[src/rtl/mem_arb_pkg.sv]
// Shared definitions for the unified-memory port arbiter: FSM encodings,
// vector addresses and the owner tag used to route read returns.
package mem_arb_pkg;

  typedef logic [1:0] state_t;

  localparam state_t BOOT_RD     = 2'd0;
  localparam state_t BOOT_WAIT   = 2'd1;
  localparam state_t RUN         = 2'd2;
  localparam state_t INT_RD_WAIT = 2'd3;

  localparam logic [7:0] RST_VEC_ADDR = 8'h00;
  localparam logic [7:0] INT_VEC_ADDR = 8'h01;

  // Who owns the memory port in a given cycle; a registered copy tags the read return.
  typedef enum logic [1:0] {
    OWN_NONE = 2'd0,
    OWN_IF   = 2'd1,
    OWN_DAT  = 2'd2,
    OWN_VEC  = 2'd3
  } owner_e;

endpackage

[src/rtl/mem_port_arbiter_if.sv]
// Pipeline-facing and memory-facing signals of the port arbiter.
// slave = arbiter view, master = pipeline/memory view.
interface mem_port_arbiter_if #(
  parameter int ADDR_W = 8,
  parameter int DATA_W = 8
);
  logic              int_req;
  logic              if_req;
  logic [ADDR_W-1:0] if_addr;
  logic              if_gnt;
  logic              if_rvalid;
  logic              fetch_stall;
  logic              dat_req;
  logic              dat_we;
  logic [ADDR_W-1:0] dat_addr;
  logic [DATA_W-1:0] dat_wdata;
  logic              dat_gnt;
  logic              dat_rvalid;
  logic [DATA_W-1:0] rdata;
  logic              pc_load;
  logic [ADDR_W-1:0] pc_vec;
  logic              int_ack;
  logic              mem_en;
  logic              mem_we;
  logic [ADDR_W-1:0] mem_addr;
  logic [DATA_W-1:0] mem_wdata;
  logic [DATA_W-1:0] mem_rdata;

  modport slave (
    input  int_req, if_req, if_addr, dat_req, dat_we, dat_addr, dat_wdata, mem_rdata,
    output if_gnt, if_rvalid, fetch_stall, dat_gnt, dat_rvalid, rdata,
           pc_load, pc_vec, int_ack, mem_en, mem_we, mem_addr, mem_wdata
  );

  modport master (
    output int_req, if_req, if_addr, dat_req, dat_we, dat_addr, dat_wdata, mem_rdata,
    input  if_gnt, if_rvalid, fetch_stall, dat_gnt, dat_rvalid, rdata,
           pc_load, pc_vec, int_ack, mem_en, mem_we, mem_addr, mem_wdata
  );
endinterface

[src/rtl/arb_starve_cnt.sv]
// Saturating count of data grants taken while fetch waits; sat forces
// the next fetch through.
module arb_starve_cnt #(
  parameter int MAX = 3
) (
  input  logic clk,
  input  logic rst,
  input  logic inc,
  input  logic clr,
  output logic sat
);
  localparam int W = (MAX < 1) ? 1 : $clog2(MAX + 1);

  logic [W-1:0] cnt;

  // NOTE: sequential state is updated with non-blocking assignments only.
  always_ff @(posedge clk or negedge rst) begin
    if (!rst) begin
      cnt <= '0;
    end else if (clr) begin
      cnt <= '0;
    end else if (inc && (cnt != W'(MAX))) begin
      cnt <= cnt + W'(1);
    end
  end

  assign sat = (cnt == W'(MAX));

endmodule

[src/rtl/mem_port_arbiter.sv]
// Arbitrates the single unified memory between fetch, data and vector reads;
// runs the reset-vector boot read and sequences the interrupt-vector read.
module mem_port_arbiter
  import mem_arb_pkg::*;
#(
  parameter int ADDR_W     = 8,
  parameter int DATA_W     = 8,
  parameter int STARVE_MAX = 3
) (
  input  logic                clk,
  input  logic                rst,
  mem_port_arbiter_if.slave   bus
);

  state_t            state, state_nxt;
  logic              int_pend;
  logic              int_win;
  owner_e            gnt_owner;
  owner_e            rd_owner;
  logic [ADDR_W-1:0] vec_addr;
  logic [ADDR_W-1:0] addr_mux;
  logic              starve_sat;
  logic              pc_load_q;
  logic              int_ack_q;
  logic [ADDR_W-1:0] pc_vec_q;

  // NOTE: every signal written here gets a default first so no latch is inferred.
  always_comb begin
    gnt_owner = OWN_NONE;
    int_win   = 1'b0;
    state_nxt = state;
    vec_addr  = ADDR_W'(RST_VEC_ADDR);
    if (rst) begin
      case (state)
        BOOT_RD: begin
          gnt_owner = OWN_VEC;
          state_nxt = BOOT_WAIT;
        end
        BOOT_WAIT: state_nxt = RUN;
        RUN: begin
          if (starve_sat && bus.if_req) begin
            gnt_owner = OWN_IF;
          end else if (bus.dat_req) begin
            gnt_owner = OWN_DAT;
          end else if (int_pend) begin
            gnt_owner = OWN_VEC;
            int_win   = 1'b1;
            vec_addr  = ADDR_W'(INT_VEC_ADDR);
            state_nxt = INT_RD_WAIT;
          end else if (bus.if_req) begin
            gnt_owner = OWN_IF;
          end
        end
        INT_RD_WAIT: begin
          // The PC is being redirected, so only the data stage may use the port.
          if (bus.dat_req) gnt_owner = OWN_DAT;
          state_nxt = RUN;
        end
        default: state_nxt = BOOT_RD;
      endcase
    end
  end

  always_comb begin
    case (gnt_owner)
      OWN_IF:  addr_mux = bus.if_addr;
      OWN_DAT: addr_mux = bus.dat_addr;
      OWN_VEC: addr_mux = vec_addr;
      default: addr_mux = '0;
    endcase
  end

  assign bus.if_gnt      = (gnt_owner == OWN_IF);
  assign bus.dat_gnt     = (gnt_owner == OWN_DAT);
  assign bus.fetch_stall = bus.if_req && !bus.if_gnt;
  assign bus.mem_en      = (gnt_owner != OWN_NONE);
  assign bus.mem_we      = bus.dat_gnt && bus.dat_we;
  assign bus.mem_addr    = addr_mux;
  assign bus.mem_wdata   = bus.dat_gnt ? bus.dat_wdata : DATA_W'(0);
  assign bus.rdata       = bus.mem_rdata;

  arb_starve_cnt #(
    .MAX (STARVE_MAX)
  ) u_starve_cnt (
    .clk (clk),
    .rst (rst),
    .inc (bus.dat_gnt && bus.if_req),
    .clr (bus.if_gnt || !bus.if_req),
    .sat (starve_sat)
  );

  always_ff @(posedge clk or negedge rst) begin
    if (!rst) begin
      state     <= BOOT_RD;
      int_pend  <= 1'b0;
      rd_owner  <= OWN_NONE;
      pc_load_q <= 1'b0;
      int_ack_q <= 1'b0;
      pc_vec_q  <= '0;
    end else begin
      state     <= state_nxt;
      // A new request in the same cycle as service keeps the interrupt pending.
      int_pend  <= bus.int_req || (int_pend && !int_win);
      rd_owner  <= (gnt_owner == OWN_IF)                    ? OWN_IF  :
                   (gnt_owner == OWN_DAT && !bus.dat_we)    ? OWN_DAT : OWN_NONE;
      pc_load_q <= (state == BOOT_WAIT) || (state == INT_RD_WAIT);
      int_ack_q <= (state == INT_RD_WAIT);
      if ((state == BOOT_WAIT) || (state == INT_RD_WAIT)) begin
        pc_vec_q <= ADDR_W'(bus.mem_rdata);
      end
    end
  end

  assign bus.if_rvalid  = (rd_owner == OWN_IF);
  assign bus.dat_rvalid = (rd_owner == OWN_DAT);
  assign bus.pc_load    = pc_load_q;
  assign bus.int_ack    = int_ack_q;
  assign bus.pc_vec     = pc_vec_q;

endmodule
[src/flat_wrapper.sv]
// flat-port wrapper written by rule: the top's interface ports become plain ports
module mem_port_arbiter_flat import mem_arb_pkg::*;
#(
  parameter int ADDR_W     = 8,
  parameter int DATA_W     = 8,
  parameter int STARVE_MAX = 3
)
  (clk, rst, bus_int_req, bus_if_req, bus_if_addr, bus_dat_req, bus_dat_we, bus_dat_addr, bus_dat_wdata, bus_mem_rdata, bus_if_gnt, bus_if_rvalid, bus_fetch_stall, bus_dat_gnt, bus_dat_rvalid, bus_rdata, bus_pc_load, bus_pc_vec, bus_int_ack, bus_mem_en, bus_mem_we, bus_mem_addr, bus_mem_wdata);
  mem_port_arbiter_if #(.ADDR_W(ADDR_W), .DATA_W(DATA_W)) bus_i ();
  input  logic clk;
  input  logic rst;
  input wire logic [$bits(bus_i.int_req)-1:0] bus_int_req;
  input wire logic [$bits(bus_i.if_req)-1:0] bus_if_req;
  input wire logic [$bits(bus_i.if_addr)-1:0] bus_if_addr;
  input wire logic [$bits(bus_i.dat_req)-1:0] bus_dat_req;
  input wire logic [$bits(bus_i.dat_we)-1:0] bus_dat_we;
  input wire logic [$bits(bus_i.dat_addr)-1:0] bus_dat_addr;
  input wire logic [$bits(bus_i.dat_wdata)-1:0] bus_dat_wdata;
  input wire logic [$bits(bus_i.mem_rdata)-1:0] bus_mem_rdata;
  output wire logic [$bits(bus_i.if_gnt)-1:0] bus_if_gnt;
  output wire logic [$bits(bus_i.if_rvalid)-1:0] bus_if_rvalid;
  output wire logic [$bits(bus_i.fetch_stall)-1:0] bus_fetch_stall;
  output wire logic [$bits(bus_i.dat_gnt)-1:0] bus_dat_gnt;
  output wire logic [$bits(bus_i.dat_rvalid)-1:0] bus_dat_rvalid;
  output wire logic [$bits(bus_i.rdata)-1:0] bus_rdata;
  output wire logic [$bits(bus_i.pc_load)-1:0] bus_pc_load;
  output wire logic [$bits(bus_i.pc_vec)-1:0] bus_pc_vec;
  output wire logic [$bits(bus_i.int_ack)-1:0] bus_int_ack;
  output wire logic [$bits(bus_i.mem_en)-1:0] bus_mem_en;
  output wire logic [$bits(bus_i.mem_we)-1:0] bus_mem_we;
  output wire logic [$bits(bus_i.mem_addr)-1:0] bus_mem_addr;
  output wire logic [$bits(bus_i.mem_wdata)-1:0] bus_mem_wdata;
  assign bus_i.int_req = bus_int_req;
  assign bus_i.if_req = bus_if_req;
  assign bus_i.if_addr = bus_if_addr;
  assign bus_i.dat_req = bus_dat_req;
  assign bus_i.dat_we = bus_dat_we;
  assign bus_i.dat_addr = bus_dat_addr;
  assign bus_i.dat_wdata = bus_dat_wdata;
  assign bus_i.mem_rdata = bus_mem_rdata;
  assign bus_if_gnt = bus_i.if_gnt;
  assign bus_if_rvalid = bus_i.if_rvalid;
  assign bus_fetch_stall = bus_i.fetch_stall;
  assign bus_dat_gnt = bus_i.dat_gnt;
  assign bus_dat_rvalid = bus_i.dat_rvalid;
  assign bus_rdata = bus_i.rdata;
  assign bus_pc_load = bus_i.pc_load;
  assign bus_pc_vec = bus_i.pc_vec;
  assign bus_int_ack = bus_i.int_ack;
  assign bus_mem_en = bus_i.mem_en;
  assign bus_mem_we = bus_i.mem_we;
  assign bus_mem_addr = bus_i.mem_addr;
  assign bus_mem_wdata = bus_i.mem_wdata;
  mem_port_arbiter #(.ADDR_W(ADDR_W), .DATA_W(DATA_W), .STARVE_MAX(STARVE_MAX)) u_core (.clk(clk), .rst(rst), .bus(bus_i));
endmodule
[config.mk]
export PLATFORM = sky130hd
export DESIGN_NAME = mem_port_arbiter_flat
export DESIGN_NICKNAME = d
export VERILOG_FILES = /design/src/rtl/mem_arb_pkg.sv /design/src/rtl/mem_port_arbiter_if.sv /design/src/rtl/arb_starve_cnt.sv /design/src/rtl/mem_port_arbiter.sv /design/src/flat_wrapper.sv
export SDC_FILE = /design/constraint.sdc
export NUM_CORES = 1
export LEC_CHECK = 0
export CAP_MARGIN = 25
export CORE_MARGIN = 2
export CORE_UTILIZATION = 30
export CTS_BUF_LIST = sky130_fd_sc_hd__clkbuf_8
export CTS_CLUSTER_DIAMETER = 60
export DETAILED_ROUTE_END_ITERATION = 7
export PLACE_DENSITY = 0.74
export SLEW_MARGIN = 10
export SYNTH_ARGS = -nofsm -noshare
export SYNTH_HDL_FRONTEND = slang
export SYNTH_SLANG_ARGS = --single-unit
[constraint.sdc]
create_clock -name clk -period 2.3 [get_ports clk]
set_input_delay 0.575 -clock clk [delete_from_list [all_inputs] [get_ports clk]]
set_output_delay 0.575 -clock clk [all_outputs]
set_load 0.1 [all_outputs]
==> reports/qor.csv <==
metric,value,unit
mean area per synthesized cell,10.78,um2
most numerous cell in the Yosys netlist,dfrtp_1,
status,"finished, violations left",
CP top delay family,simple AND/OR/NAND/NOR gates,
gr usage total,20.58,%
multi-input logic area,626.9,um2
pin count of the biggest net entering global routing,23,
final worst slack,-0.1459,ns
worst slew pin tran,0.2972,ns
crit path capture type,output port,
num rows,20,
layout cells sized above 1,63.49,%
Max Cap Violations,0,
initial core utilization,31.98,%
CTS Hold Bufs,0,
WHS,0.2671,ns
r2r startpoint,u_core.u_starve_cnt.cnt[1],
Area Growth Syn to Fin,144.8,%
first-pass detailed-route iteration total,4,
fin nets,229,
WP buf/inv,3,
vias in the first global route,1156,
RSZ-0062 raised after global routing,yes,
register area,425.4,um2
synth top area cells,"dfrtp_1 (43%), mux2_2 (9.1%), and2_1 (6.9%)",
Power per Cell Area,744.5,nW/um2
leakage,0.001079,uW
Mapped Nets,131,
fin crit share,106.3,%
Hold WC Path Type,input pin to asynchronous set/reset pin,
antenna violations before repair,0,
worst reg-to-reg path cell count,8,
Residual DRC,0,
CTS tree,yes,
critical path required time,1.73,ns
register bit total from synthesis,17,
Die W,61.51,um
grt ovf,0,
cell taking the most area after synthesis,dfrtp_1,
die area,3783,um2
Fmax achieved,408.8,MHz
"Max FO, Critical Path",6,
Final Hold Viols,0,
DPL Wire Length,2743,um
clock buffer depth,2,
FILL cells,220,
Ys Warns,0,
clock sinks,17,
DR iter-0 viols,34,
Reg2Reg Capture Point,u_core.u_starve_cnt.cnt[0],
"EDFF count, synth",0,
Routed WL,3651,um
clock root buffer,clkbuf_8,
failing checks,negative setup slack,
Critical-path top delay cell,and2b_2,
clock skew,0.004457,ns
Port Buf Inserts,78,
Skew-Pair Late Insertion Delay,0.26,ns
Synth cell types,31,
Mapped Cells,92,
clock slew at reported path FFs,0.07,ns
CP Cell Sequence,clkdlybuf4s18_2 -> nor2_4 -> o211ai_1 -> buf_4 -> nor2_4 -> and2b_2 -> buf_12,
worst reg2reg setup slack,0.62,ns
Crit path top cell by count,nor2_4,
Pins Over Slew Limit,0,
antenna-violating nets left,0,
"Data arrival, critical path",1.87,ns
GP Congestion,0.9416,
via count,1108,
DIE HEIGHT,61.51,um
critical path startpoint category,input pin,
Post-synth top cells,"dfrtp_1 (17), and2_1 (11), buf_4 (9)",
ant diodes,0,
minimum clock period,2.446,ns
"slowest stage delay, CP",0.27,ns
Vias/cell,4.755,
Post-Syn Area,992.2,um2
Yosys top cell area share,42.88,%
IO Pins,79,
Post-Place Worst Slack,-0.6172,ns
"Seq/Total Area, Yosys",42.88,%
Peak VDD IR,0.5976,mV
WS Path Type,input pin to output port,
asr flop ratio synth,100.0,%
first-pass GRT wire length,5658,um
final setup fails,21,
CTS H-tree lvls,1,
TritonCTS buffer count,3,
Max-slew headroom,80.10,%
per-cell routed wire length,15.67,um
dominant synthesized flop cell,dfrtp_1,
core box area,3103,um2
## worst register-to-register path, cell delays in order (launching register included)
cell	delay, ns
dfrtp_1	0.39
ha_2	0.20
and2_4	0.14
o211ai_1	0.19
buf_4	0.19
nor2_4	0.07
buf_6	0.14
buf_4	0.12
nor3b_2	0.16
## kinds of logic (layout without fill, tap and decap cells)
logic type	count (synthesis)	count (layout)	synth area share, %
multiplexers	9	9	10.09
buffers and inverters	13	109	9.331
XOR/XNOR	1	1	0.8829
AO/OA/AOI/OAI	18	18	13.75
flip-flops	17	17	42.88
AND/OR/NAND/NOR	33	34	21.82
adder cells (fa/ha/maj)	1	1	1.261
## flip-flops by register name, indices dropped and copies added, names as in the netlist
register,count
u_core.bus.int_ack,1
u_core.rd_owner,2
u_core.bus.pc_vec,8
u_core.int_pend,1
u_core.state,2
u_core.bus.pc_load,1
u_core.u_starve_cnt.cnt,2
## placed cells by master (no fill, tap or decap), types with 3 or more instances in the layout
| master | netlist | final |
|---|---|---|
| buf_4 | 9 | 33 |
| mux2_2 | 8 | 8 |
| a22o_4 | 0 | 4 |
| dfrtp_1 | 17 | 17 |
| nor2_4 | 1 | 4 |
| clkbuf_8 | 0 | 3 |
| clkdlybuf4s50_1 | 0 | 34 |
| buf_6 | 1 | 5 |
| and2_4 | 0 | 10 |
| a22o_2 | 0 | 3 |
| buf_12 | 0 | 30 |
## where the power goes
group | switching, uW | internal, uW | total [uW]
clock network | 104 | 120 | 224
registers | 38.5 | 366 | 404
logic | 809 | 371 | 1180
## area by class of cell
cell class / count / share of cell area (%)
clock buffer: 3 / 1.700
clock inverter: 1 / 0.2061
multi-input combinational: 63 / 25.81
sequential: 17 / 17.52
tap: 44 / 2.267
timing repair buffer: 105 / 52.50
## routing by layer
| layer | up-vias | routed length [um] | track usage, % |
|---|---|---|---|
| met5 | - | 0 | 0 |
| li1 | 518 | - | - |
| met2 | 45 | 2159 | 39.40 |
| met3 | 8 | 251 | 4.832 |
| met4 | 0 | 87 | 7.295 |
| met1 | 537 | 1153 | 21.61 |
## worst max path at each step
stage,slack [ns],end,from,cells past startpoint
5_1_grt,-0.24,bus_fetch_stall,u_core.u_starve_cnt.cnt[0],7
2_1_floorplan,-0.13,bus_mem_addr[6],rst,5
6_report,-0.15,bus_fetch_stall,bus_dat_req,7
4_1_cts,-0.12,bus_fetch_stall,u_core.u_starve_cnt.cnt[1],7
3_3_place_gp,-0.57,bus_fetch_stall,bus_if_req,6
3_5_place_dp,-0.62,bus_fetch_stall,bus_if_req,6
## through the flow
step	instance area, um2	cells	total power [uW]	TNS [ns]	utilization (%)
2_1_floorplan	1082	92	1197	-0.2756	-
6_report	2429	233	1808	-2.301	78.27
3_3_place_gp	2212	217	1542	-9.865	71.29
5_1_grt	2429	233	1873	-3.694	78.27
4_1_cts	2385	228	1809	-1.879	76.85
3_5_place_dp	2212	217	1557	-10.78	71.29
## timing repair
| item | CTS | global route |
|---|---|---|
| endpoints found under the setup margin | 21 | 21 |
| setup buffers | 5 | 5 |
| gates resized for setup | 31 | 5 |
| pin swaps | 20 | 7 |
| gates cloned | 2 | 0 |
No activity file was read; power rests on OpenSTA's default activity.
